### config.mk
export PLATFORM = sky130hd
export DESIGN_NAME = pc_next_unit
export DESIGN_NICKNAME = d
export VERILOG_FILES = /design/src/rtl/pc_next_unit.sv
export SDC_FILE = /design/constraint.sdc
export NUM_CORES = 1
export LEC_CHECK = 0
export CAP_MARGIN = 20
export CELL_PAD_IN_SITES_DETAIL_PLACEMENT = 2
export CELL_PAD_IN_SITES_GLOBAL_PLACEMENT = 2
export CORE_MARGIN = 2
export CORE_UTILIZATION = 27
export DETAILED_ROUTE_END_ITERATION = 8
export PLACE_DENSITY_LB_ADDON = 0.1
export SYNTH_ARGS = -nofsm -noshare
export SYNTH_HDL_FRONTEND = slang
export SYNTH_SLANG_ARGS = --single-unit
### constraint.sdc
create_clock -name CLK -period 3.9 [get_ports CLK]
set_input_delay 0.78 -clock CLK [delete_from_list [all_inputs] [get_ports CLK]]
set_output_delay 0.78 -clock CLK [all_outputs]
set_load 0.02 [all_outputs]
### src/rtl/pc_next_unit.sv
// Next-PC selection (PC+4 or PC+4+offset) and the PC register, with redirect capture across stalls.
// Latency: a taken jump/branch lands on PC one cycle after decode; a stalled one on the posedge after BUSYWAIT falls.
// Backpressure: BUSYWAIT freezes PC; the first-stall-cycle decision is held and applied on release.
module pc_next_unit #(
  parameter logic [31:0] RESET_PC = 32'h0000_0000,
  parameter int          CNT_W    = 16
) (
  input  logic             CLK,
  input  logic             RESET,
  input  logic             BUSYWAIT,
  input  logic             JUMP,
  input  logic             BRANCH,
  input  logic             BNE,
  input  logic             ZERO,
  input  logic [31:0]      OFFSET_EXT,
  output logic [31:0]      PC,
  output logic [31:0]      PC_PLUS4,
  output logic             REDIRECT,
  output logic             FETCH_EN,
  output logic [CNT_W-1:0] STALL_CNT
);

  typedef enum logic {
    S_RUN   = 1'b0,
    S_STALL = 1'b1
  } state_t;

  localparam logic [CNT_W-1:0] CNT_MAX = '1;

  state_t      state;
  state_t      state_nxt;
  logic [31:0] hold_pc;
  logic        hold_take;
  logic [31:0] target;
  logic [31:0] next_pc;
  logic        take;
  logic [31:0] pc_d;
  logic [31:0] hold_pc_d;
  logic        hold_take_d;
  logic        redirect_d;

  // All adds wrap at 2^32; the offset only reaches PC through the TAKE mux,
  // so an undefined offset on a not-taken instruction never lands on PC.
  assign PC_PLUS4 = PC + 32'd4;
  assign target   = PC_PLUS4 + OFFSET_EXT;
  assign take     = JUMP | (BRANCH & ZERO) | (BNE & ~ZERO);
  assign next_pc  = take ? target : PC_PLUS4;
  assign FETCH_EN = (state == S_RUN) && !BUSYWAIT;

  // Next-state and next-register values; controls are sampled only in RUN,
  // so inputs that change during an ongoing stall are ignored.
  always_comb begin
    state_nxt   = state;
    pc_d        = PC;
    hold_pc_d   = hold_pc;
    hold_take_d = hold_take;
    redirect_d  = 1'b0;
    case (state)
      S_RUN: begin
        if (BUSYWAIT) begin
          hold_pc_d   = next_pc;
          hold_take_d = take;
          state_nxt   = S_STALL;
        end else begin
          pc_d       = next_pc;
          redirect_d = take;
        end
      end
      S_STALL: begin
        if (!BUSYWAIT) begin
          pc_d       = hold_pc;
          redirect_d = hold_take;
          state_nxt  = S_RUN;
        end
      end
      default: state_nxt = S_RUN;
    endcase
  end

  // State and PC registers; reset drops any captured redirect.
  always_ff @(posedge CLK) begin
    if (RESET) begin
      state     <= S_RUN;
      PC        <= RESET_PC;
      hold_pc   <= 32'h0;
      hold_take <= 1'b0;
      REDIRECT  <= 1'b0;
    end else begin
      state     <= state_nxt;
      PC        <= pc_d;
      hold_pc   <= hold_pc_d;
      hold_take <= hold_take_d;
      REDIRECT  <= redirect_d;
    end
  end

  // Stall-cycle counter, saturating at all-ones.
  always_ff @(posedge CLK) begin
    if (RESET) begin
      STALL_CNT <= '0;
    end else if (BUSYWAIT && (STALL_CNT != CNT_MAX)) begin
      STALL_CNT <= STALL_CNT + 1'b1;
    end
  end

endmodule
* Word level (Yosys, flattened, before mapping) *
Index checks and enable logic that the tools add are counted.

storage, ports and cells
  register bits = 83
  input port bits = 39
  output and inout port bits = 82
  logic and storage cells = 31

cells by class
  $add $sub $neg = 3
  equality and inequality tests = 3
  muxes and demuxes = 8
  bitwise logic cells = 6
  reduce and logical (&&, ||, !) cells = 5

operators by type and width
  cell                     count
  $mux W32                 3
  $pmux W32 S2             1
  $add A32 B3 Y32 const B  1
  $add A32 B32 Y32         1
  $add A16 B1 Y16 const B  1
  $ne A16 B16 Y1 const B   1
  $ne A2 B2 Y1 const B     2
  $reduce_and A2 Y1        2
  $mux W1                  3
  $and A1 B1 Y1            2
  $logic_and A1 B1 Y1      2
  $not A1 Y1               2
  $or A1 B1 Y1             2
  $pmux W1 S2              1
  $logic_not A1 Y1         1

* Depth between registers and ports, before layout *
  depth after elaboration = 6
  mapped depth = 17
  depth with buffers taken out = 16

* Least setup slack after synthesis *
No wires, ideal clock.

  path type = register -> register
  start point = register PC[4]
  end point = register hold_pc[29]
  library setup time = 0.079 ns
  data arrival time = 4.376 ns
  data required time = 3.821 ns
  setup slack = -0.556 ns
  cell stages (with the launch flop) = 17
  buffers on the path = 1
  clock period less this slack = 4.456 ns
  cells stage by stage = dfxtp_1 > and4_1 > and4_1 > clkbuf_1 > nand3_1 > xnor2_1 > ha_1 > and3_4 > and3_1 > a41oi_1 > a21oi_2 > o31ai_4 > a21oi_2 > and4_4 > or4b_1 > a31o_1 > a211oi_2

between the ends
  word-level cells in the longest chain between the ends = 3

RTL lines
  item                      line  RTL
  start: declaration        16    output logic [31:0] PC,
  start signal: assignment  90    PC <= pc_d;
  $add A32 B3 Y32           44    assign PC_PLUS4 = PC + 32'd4;
  net PC_PLUS4[14]          17    output logic [31:0] PC_PLUS4,
  $add A32 B32 Y32          45    assign target = PC_PLUS4 + OFFSET_EXT;
  $mux W32                  47    assign next_pc = take ? target : PC_PLUS4;
  end signal: assignment    91    hold_pc <= hold_pc_d;
  end: declaration          32    logic [31:0] hold_pc;

The timed path passes the listed nets, and every way through them passes these cells.
A chain may end at the register's enable or synchronous reset.

* Final worst setup path *
  start point = input OFFSET_EXT[1]
  end point = register hold_pc[16]

between the ends
  word-level cells in the longest chain between the ends = 2

RTL lines
  item                line  RTL
  start: declaration  15    input logic [31:0] OFFSET_EXT,
  $add A32 B32 Y32    45
  $mux W32            47

Every way passes these cells.

==> reports/metrics.yaml <==
route:
  first_iter_violations: 221
  highest_layer: "met4"
  wl_mm: 28.3
  wl_met2_mm: 15.0
  viasPerCell: 5.33
  ant_nets: 0
  drt_pass1_iterations: 4
  met3_wirelength_um: 741
  wl_met1_mm: 12.1
  drc: 0
  num_vias: 6880
  wl_per_cell_um: 21.9
logic_synthesis:
  netlist_area_um2: 5970
  ys_seq_area_share_pct: 27.8
  syn_inst: 774
  synthTopCellsByArea: "dfxtp_1 28%, ha_1 8.4%, nor2_1 6.2%"
  synthArstFlopShare_pct: 0
  synthDistinctLibCells: 67
  syn_nets: 854
  synth_top_area_share_pct: 27.8
  avgSynthCellArea_um2: 7.72
  yosysTopAreaCell: "dfxtp_1"
  yosysWarnings: 0
  synth_edf_count: 0
  synthFlopType: "dfxtp_1"
  ys_ff_latch: 83
floorplanning:
  coreArea_um2: 21800
  start_util_pct: 27.5
  die-area_um2: 23300
  rows: 54
  die_w_um: 153
  die_h_um: 153
  ios: 121
place:
  place_area_um2: 8550
  portBuffers: 120
  dp.cells: 1251
  gp_congestion: 0.844
  hpwl_mm: 19.9
layout:
  stdcell_count: 1292
  drive_gt1_share_pct: 27.3
  fin_area_um2: 9530
  fill_cells: 2431
  regArea_um2: 1690
  multi_input_area_um2: 4790
  fin_nets: 1087
  antennaDiodeCount: 0
  area_growth_syn_to_layout_pct: 59.4
power_and_ir_drop:
  seqPwrFrac_pct: 28.5
  netSwitchingPower_mw: 1.29
  vdd_drop_max_uv: 198
  p_int_mw: 2.15
  comb_power_share_pct: 43.0
  p_leak_nw: 3.96
  p_clk_share_pct: 28.5
  switching_share_pct: 37.5
  power_density_nw_per_um2: 361
worst_setup_path:
  worst-path-buf-inv: 6
  slowest_delay_ns: 0.52
  worstPathCellList: "clkdlybuf4s50_1 -> inv_1 -> fa_2 -> nor2b_4 -> o2111ai_4 -> a2111oi_4 -> buf_4 -> buf_4 -> buf_4 -> nor2_1 -> o31ai_1 -> xnor2_1 -> nand2_1 -> o21ai_0 -> buf_4 -> a211oi_1"
  path_class: "input port to register"
  critical_path.slowest_cell: "clkdlybuf4s50_1"
  worstSetupEndpointType: "register"
  crit_path_max_fanout: 3
  path_delay_family: "compound AO/OA/AOI/OAI gates"
  crit_required_ns: 4.14
  startpoint_type: "input port"
  cp.arrival_ns: 4.17
  critPathMostFrequentCell: "buf_4"
sta:
  skew_ns: 0.0162
  final_hold_viol_count: 0
  tightest_slew_ns: 0.951
  drv_slew: 0
  period_minus_slack_ns: 3.92
  post-route-period-util_pct: 101
  rsz0062_at_grt: "yes"
  fmax_mhz: 255
  setup_viol: 1
  max_slew_margin_pct: 36.5
  worst_slack_ns: -0.0222
run_status:
  violations: "setup timing"
  status: "finished, violations left"
clocking:
  htreeDepth: 3
  numCtsBuffers: 9
  cts_tree: "yes"
  clk_latency_ns: 0.35
  cts_hold_buf: 0
  cts.sinks: 83
  root_buffer: "clkbuf_16"
  path_clk_slew_ns: 0.07
  ctsLongestPathBuffers: 2
global_route:
  grt_overflow: 0
  grt_pass1_vias: 7652
  grt_max_degree: 55
  antenna_found_initial: 0
  grtUsageTotal_pct: 22.6
  grt_pass1_wl_mm: 42.3
run:
  cap_violations: 0
hold_path:
  hold_path.class: "register to register"
==> area by class of cell <==
cell class	count	share of cell area [%]
tap	280	3.68
multi-input combinational	628	50.3
clock buffer	10	2.63
timing repair buffer	264	24.0
sequential	83	17.7
clock inverter	6	0.788
inverter	21	0.828
==> path summary, 6_finish.rpt <==
check / startpoint / to / slack, ns / cells after the start
worst max-delay path: OFFSET_EXT[1] / hold_pc[16] / -0.02 / 16
worst min-delay path: hold_pc[8] / hold_pc[8] / 0.47 / 2
worst max register to register: PC[7] / hold_pc[28] / 0.03 / 21
worst min register to register: hold_pc[8] / hold_pc[8] / 0.47 / 2
==> routing by layer <==
layer,vias to the layer above,track usage (%)
li1,3238,-
met3,41,3.19
met2,118,42.2
met4,0,4.94
met1,3483,27.3
met5,-,0
==> kinds of logic after synthesis <==
kind of cell               after synthesis  share of synthesized area (%)
and+or+nand+nor                        282                           21.9
AOI/OAI and AO/OA                      221                           24.7
DFF                                     83                           27.8
xor gates and xnor gates                63                           9.24
buffers and inverters                   63                           4.10
adders and majority gates               41                           8.71
muxes                                   21                           3.54
==> cell usage in the layout, fill, tap and decap left out, drive strengths merged, types with 6 or more instances in the layout <==
master         instances
o21ai                 51
a21o                  19
clkdlybuf4s50        114
inv                   25
nor3                  11
nor2                  99
nand4                  7
a21oi                 59
a211oi                26
xor2                  26
buf                  146
nand2                 76
mux2i                 20
nand3                 31
xnor2                 37
nand2b                 6
ha                    40
and3                  18
nor2b                  7
clkbuf                10
dfxtp                 83
o31ai                  7
==> worst min-delay path, cell delays in order, from the launching register on <==
cell	delay, ns
dfxtp_1	0.30
inv_1	0.07
a211oi_1	0.06
==> power groups by stage <==
stage	clock, mW	sequential (mW)	combinational, mW
after floorplan	0	1.05	0.677
after global placement	0	0.990	1.28
after detailed placement	0	0.996	1.32
after CTS	1.00	0.978	1.37
after global routing	1.03	0.990	1.59
final	0.980	0.979	1.48
==> what timing repair did <==
action / in CTS / in global routing
setup endpoints to repair: 15 / 21
resized for setup: 30 / 62
setup buffers: 8 / 17
endpoints found under the hold margin: 0 / 0
pin swaps: 19 / 46
==> flip-flops by register name (all words and copies together), names as in the netlist <==
signal and flops:
STALL_CNT 16, PC 32, hold_pc 32, REDIRECT 1, state 1, hold_take 1
==> metrics by stage <==
step | util [%] | total power [mW] | hold slack, ns | TNS (ns) | setup WS (ns)
6_report | 43.8 | 3.44 | 0.474 | -0.0222 | -0.0222
5_1_grt | 43.8 | 3.62 | 0.500 | -0.746 | -0.139
4_1_cts | 41.6 | 3.35 | 0.474 | -0.0227 | -0.0171
3_5_place_dp | 39.3 | 2.32 | 0.463 | -7.03 | -0.551
3_3_place_gp | 39.3 | 2.27 | 0.439 | -4.78 | -0.420
2_1_floorplan | - | 1.73 | 0.429 | 0 | 0.0109
==> cell usage after synthesis (5+ instances only) <==
| library cell | number |
|---|---|
| nand3_1 | 31 |
| or2_2 | 5 |
| mux2i_1 | 20 |
| o31ai_1 | 6 |
| or3_1 | 5 |
| nor2_1 | 99 |
| nor2b_1 | 7 |
| clkbuf_1 | 36 |
| nand2_1 | 76 |
| a211oi_1 | 24 |
| a311oi_1 | 5 |
| o21ai_0 | 51 |
| a21o_1 | 18 |
| o22ai_1 | 5 |
| nand4_1 | 7 |
| and3_1 | 17 |
| ha_1 | 40 |
| xor2_1 | 26 |
| inv_1 | 21 |
| nor3_1 | 11 |
| a211o_1 | 5 |
| dfxtp_1 | 83 |
| nand2b_1 | 6 |
| a21oi_1 | 56 |
| xnor2_1 | 37 |
Power figures use the tool's default switching activity.
